==> src/rtl/uart_pkg.sv <==
// uart_pkg: parity encodings, transmitter state encoding and bit-period helper
package uart_pkg;
  localparam int PAR_NONE = 0;
  localparam int PAR_ODD  = 1;
  localparam int PAR_EVEN = 2;
  typedef enum logic [2:0] {IDLE, START, DATA, PAR, STOP} state_t;
  function automatic int clks_per_bit(input int clk_freq, input int baud);
    return clk_freq / baud;
  endfunction
endpackage

==> src/rtl/uart_baud_gen.sv <==
// uart_baud_gen: bit-period counter with one-cycle tick on its last count
module uart_baud_gen #(
  parameter int CPB = 10
) (
  input  logic clk,
  input  logic rst_n,
  input  logic restart,
  output logic tick
);
  localparam int W = $clog2(CPB);
  logic [W-1:0] cnt;
  assign tick = cnt == W'(CPB - 1);
  always_ff @(posedge clk or negedge rst_n)
    if (!rst_n) cnt <= '0;
    else cnt <= (restart || tick) ? '0 : cnt + W'(1);
endmodule

==> src/rtl/uart_fifo_tx.sv <==
// uart_fifo_tx: FIFO-fed UART transmitter, back-to-back frames with no idle gap
module uart_fifo_tx
  import uart_pkg::*;
#(
  parameter int CLK_FREQ  = 50_000_000,
  parameter int BAUD      = 115_200,
  parameter int DATA_BITS = 8,
  parameter int PARITY    = 0,
  parameter int STOP_BITS = 1
) (
  input  logic                 clk,
  input  logic                 rst_n,
  input  logic                 en,
  input  logic                 fifo_empty,
  input  logic [DATA_BITS-1:0] fifo_do,
  output logic                 fifo_rd,
  output logic                 tx,
  output logic                 busy,
  output logic                 done
);
  localparam int CPB = clks_per_bit(CLK_FREQ, BAUD);
  localparam int IW  = $clog2(DATA_BITS);
  state_t state, state_d;
  logic [DATA_BITS-1:0] sh, sh_d;
  logic [IW-1:0] idx, idx_d;
  logic par, par_d, tx_d, tick, fetch, last_data, last_stop;
  uart_baud_gen #(.CPB(CPB)) u_baud (
    .clk(clk),
    .rst_n(rst_n),
    .restart(state == IDLE),
    .tick(tick)
  );
  assign last_data = idx == IW'(DATA_BITS - 1);
  assign last_stop = idx == IW'(STOP_BITS - 1);
  assign done      = state == STOP && tick && last_stop;
  // rst_n gate keeps the pop strobe quiet while reset is held
  assign fetch     = rst_n && en && !fifo_empty && (state == IDLE || done);
  assign fifo_rd   = fetch;
  assign busy      = fetch || state != IDLE;
  // tx is computed one cycle ahead so the line comes straight from a flop
  always_comb begin
    state_d = state;
    sh_d    = sh;
    idx_d   = idx;
    par_d   = par;
    tx_d    = tx;
    if (fetch) begin
      state_d = START;
      sh_d    = fifo_do;
      par_d   = (^fifo_do) ^ (PARITY == PAR_ODD);
      idx_d   = '0;
      tx_d    = 1'b0;
    end else if (tick) begin
      case (state)
        START: begin
          state_d = DATA;
          tx_d    = sh[0];
        end
        DATA: begin
          sh_d    = sh >> 1;
          idx_d   = last_data ? '0 : idx + IW'(1);
          state_d = last_data ? (PARITY == PAR_NONE ? STOP : PAR) : DATA;
          tx_d    = last_data ? (PARITY == PAR_NONE ? 1'b1 : par) : sh[1];
        end
        PAR: begin
          state_d = STOP;
          tx_d    = 1'b1;
        end
        STOP: begin
          idx_d   = last_stop ? '0 : idx + IW'(1);
          state_d = last_stop ? IDLE : STOP;
          tx_d    = 1'b1;
        end
        default: ;
      endcase
    end
  end
  always_ff @(posedge clk or negedge rst_n)
    if (!rst_n) begin
      state <= IDLE;
      sh    <= '0;
      idx   <= '0;
      par   <= 1'b0;
      tx    <= 1'b1;
    end else begin
      state <= state_d;
      sh    <= sh_d;
      idx   <= idx_d;
      par   <= par_d;
      tx    <= tx_d;
    end
endmodule

==> config.mk <==
export PLATFORM = sky130hd
export DESIGN_NAME = uart_fifo_tx
export DESIGN_NICKNAME = d
export VERILOG_FILES = /design/src/rtl/uart_pkg.sv /design/src/rtl/uart_baud_gen.sv /design/src/rtl/uart_fifo_tx.sv
export SDC_FILE = /design/constraint.sdc
export NUM_CORES = 1
export LEC_CHECK = 0
export CAP_MARGIN = 15
export CORE_MARGIN = 3
export CORE_UTILIZATION = 35
export CTS_CLUSTER_DIAMETER = 200
export DETAILED_ROUTE_END_ITERATION = 10
export GPL_TIMING_DRIVEN = 0
export PLACE_DENSITY = 0.62
export SLEW_MARGIN = 15
export SYNTH_ARGS = -nofsm -noshare
export SYNTH_HDL_FRONTEND = slang
export SYNTH_SLANG_ARGS = --single-unit
==> constraint.sdc <==
create_clock -name clk -period 3.65 [get_ports clk]
set_clock_uncertainty 0.1 [all_clocks]
set_input_delay 0.73 -clock clk [delete_from_list [all_inputs] [get_ports clk]]
set_output_delay 0.73 -clock clk [all_outputs]
set_load 0.02 [all_outputs]
==> out/metrics.csv <==
stage,metric,value,unit
synthesis,Async SR Flop Fraction,1.00,
synthesis,Synth top area share,0.426,
timing,fin worst setup slack,0.273,ns
setup_path,Critical Path RT,2.82,ns
routing,routed wire length per instance,12.8,microns
layout,Antenna diodes,0,
routing,# DRC,0,
floorplan,Core Region,3520,sq um
floorplan,initial core utilization,0.383,
setup_path,WP data arrival,2.55,ns
cts,CTS tree,yes,
routing,Vias/cell,5.14,
cts,total CTS buffers,3,
layout,fin cells,194,
placed_design,"worst slack, placed",-1.13,ns
power_and_ir_drop,Lkg Pwr,0.000724,uW
timing,final hold viol count,0,
outcome,status,"complete, no violations",
timing,highest clock rate,0.296,GHz
floorplan,Die Y,68.1,microns
routing,Detailed Route WL,2.48,mm
setup_path,Critical Path Sink Type,output port,
synthesis,Seq cells post-synth,24,
power_and_ir_drop,PwrDens,288,nW/um^2
routing,vias,997,
setup_path,Crit Path Max Fanout,8,
global_route,first-pass GRT wire length,4.28,mm
routing,First DRT Iteration DRCs,51,
global_route,vias in the first global route,979,
synthesis,post-synthesis cell area,1350,sq um
placed_design,Inst Count DP,190,
timing,Final Max Tran Viols,0,
cts,worst skew pair latency,0.27,ns
synthesis,Post-Syn Nets,146,
synthesis,Synth Flop Type,dfrtp_1,
timing,Final min period,3.38,ns
global_route,gr ovfl total,0,
global_route,pin count of the biggest net entering global routing,26,
placed_design,Area after DPL,1560,sq um
floorplan,Horiz. Die Dim,68.1,microns
global_route,gr usage total,0.123,
cts,CTS root buffer,clkbuf_8,
synthesis,number of flops mapped to enable cells by yosys,0,
layout,layout cells sized above 1,0.176,
layout,P&R area growth vs syn,20.0,%
setup_path,critical path class,reg -> out,
synthesis,Mapped Cells,129,
timing,# setup viols final,0,
layout,Final Cell Area,1620,sq um
worst_hold_path,hold crit path type,in -> async,
cts,Post-CTS Hold Fix Bufs,0,
layout,final net count,166,
power_and_ir_drop,overall power,466,uW
synthesis,library cells used by synthesis,36,
routing,DRT Pass-1 Iters,4,
cts,clk buf depth,2,
synthesis,Syn. warnings,0,
placed_design,number of port buffers,15,
floorplan,DIE AREA,4640,sq um
synthesis,Synth area leaders,"dfrtp_1, mux2_2, ha_1",
routing,ANT nets after route,0,
synthesis,Commonest cells post-synth,"dfrtp_1, mux2_2, nor2_1, inv_1",
synthesis,cell type with the largest total area after synthesis,dfrtp_1,
cts,clk sink count,24,
synthesis,most common cell in the netlist,dfrtp_1,
timing,Tcrit/Tclk final,0.925,
global_route,antenna violations before repair,0,
cts,CTS H-tree depth,1,
cts,Clock transition at path regs,0.09,ns
timing,RSZ-0062 raised after global routing,false,
power_and_ir_drop,Peak VDD IR,0.207,mV
floorplan,FP Rows,21,
setup_path,Startpoint Class,register,
synthesis,sequential fraction of the synthesis area,0.446,
setup_path,worst r2r path cells,5,
layout,utilization after layout,0.460,
synthesis,Post-Syn Area per Cell,10.5,sq um
floorplan,Ports,16,
timing,max_slew headroom,0.562,
placed_design,gp weighted congestion,0.824,
run,Max Cap Violations,0,
cts,Post-CTS Setup Repair Bufs,0,
timing,Worst-Margin Slew,0.655,ns
placed_design,Post-DP HPWL,1.89,mm
## timing repair
action / 4_1_cts / 5_1_grt
hold endpoints to repair: 0 / 0
setup endpoints to repair: 2 / 1
pin swaps: 0 / 0
gates resized for setup: 9 / 1
## through the flow
stage | hold WS, ns | setup TNS, ns
6_report | 0.245 | 0
3_5_place_dp | 0.383 | -1.51
5_1_grt | 0.265 | 0
2_1_floorplan | 0.334 | 0
4_1_cts | 0.256 | 0
3_3_place_gp | 0.374 | -1.41
## path summary, 6_finish.rpt
kind / startpoint / to / slack, ns
worst max-delay path: u_baud.cnt[3]$_DFF_PN0_ / done / 0.27
worst min-delay path: rst_n / state[2]$_DFFE_PN0P_ / 0.24
worst max register to register: u_baud.cnt[3]$_DFF_PN0_ / sh[2]$_DFFE_PN0P_ / 1.18
worst min register to register: u_baud.cnt[0]$_DFF_PN0_ / u_baud.cnt[0]$_DFF_PN0_ / 0.39
max in group asynchronous: rst_n / tx$_DFFE_PN1P_ / 2.93
min in group clk: u_baud.cnt[0]$_DFF_PN0_ / u_baud.cnt[0]$_DFF_PN0_ / 0.39
## logic make-up after synthesis
group | after synthesis | share of synthesized area
muxes | 14 | 0.114
xor gates and xnor gates | 7 | 0.0454
DFF | 24 | 0.446
and+or+nand+nor | 44 | 0.187
buffers and inverters | 13 | 0.0473
adders and majority gates | 5 | 0.0463
AOI/OAI and AO/OA | 22 | 0.114
## placed cells by master, fill, tap and decap left out, drive strengths merged
cell type and count:
a2111o 1, a211oi 1, a21boi 1, a21oi 5, a221o 3, and2 2
and3 2, buf 3, clkbuf 7, clkdlybuf4s50 13, dfrtp 23, dfstp 1
dlymetal6s2s 1, ha 5, inv 8, mux2 11, mux2i 3, nand2 5
nand2b 4, nand3 4, nand3b 1, nand4 1, nor2 11, nor3 6
nor4 2, o21ai 6, o21bai 1, o31ai 3, o41ai 1, or2 1
or3 2, or4 2, or4b 1, xnor2 5, xor2 2
## cell type report
class                   count  area, sq um
plain buffers               5         33.8
clock buffers               4         55.1
multi-input cells          92          692
inverters                   8         30.0
repair buffers             15          150
flip-flops and latches     24          602
well taps                  46         57.6
fillers                   350         1900
## flip-flops by register name, indices dropped and copies added (netlist names)
signal / cells
idx: 3
sh: 8
state: 3
tx: 1
u_baud.cnt: 9
## per-layer routing
metal  share of wire  track usage
met1            0.45        0.142
met3           0.033       0.0345
met4           0.010       0.0496
met5               0            0
met2            0.51        0.213
## power by group
group	internal, uW	total (uW)	switching, uW
Clock	96.3	182	86.1
Combinational	10.6	17.8	7.25
Sequential	266	266	0
Total	373	466	93.3
## worst max-delay path, cell delays in order, from the launching register on
cell and delay (ns):
dfrtp_1 0.44, or4b_4 0.53, buf_6 0.15, or2_1 0.23, buf_6 0.14, nor3_1 0.17, clkdlybuf4s50_1 0.63
Note: power is estimated with default switching activity, not from simulation.
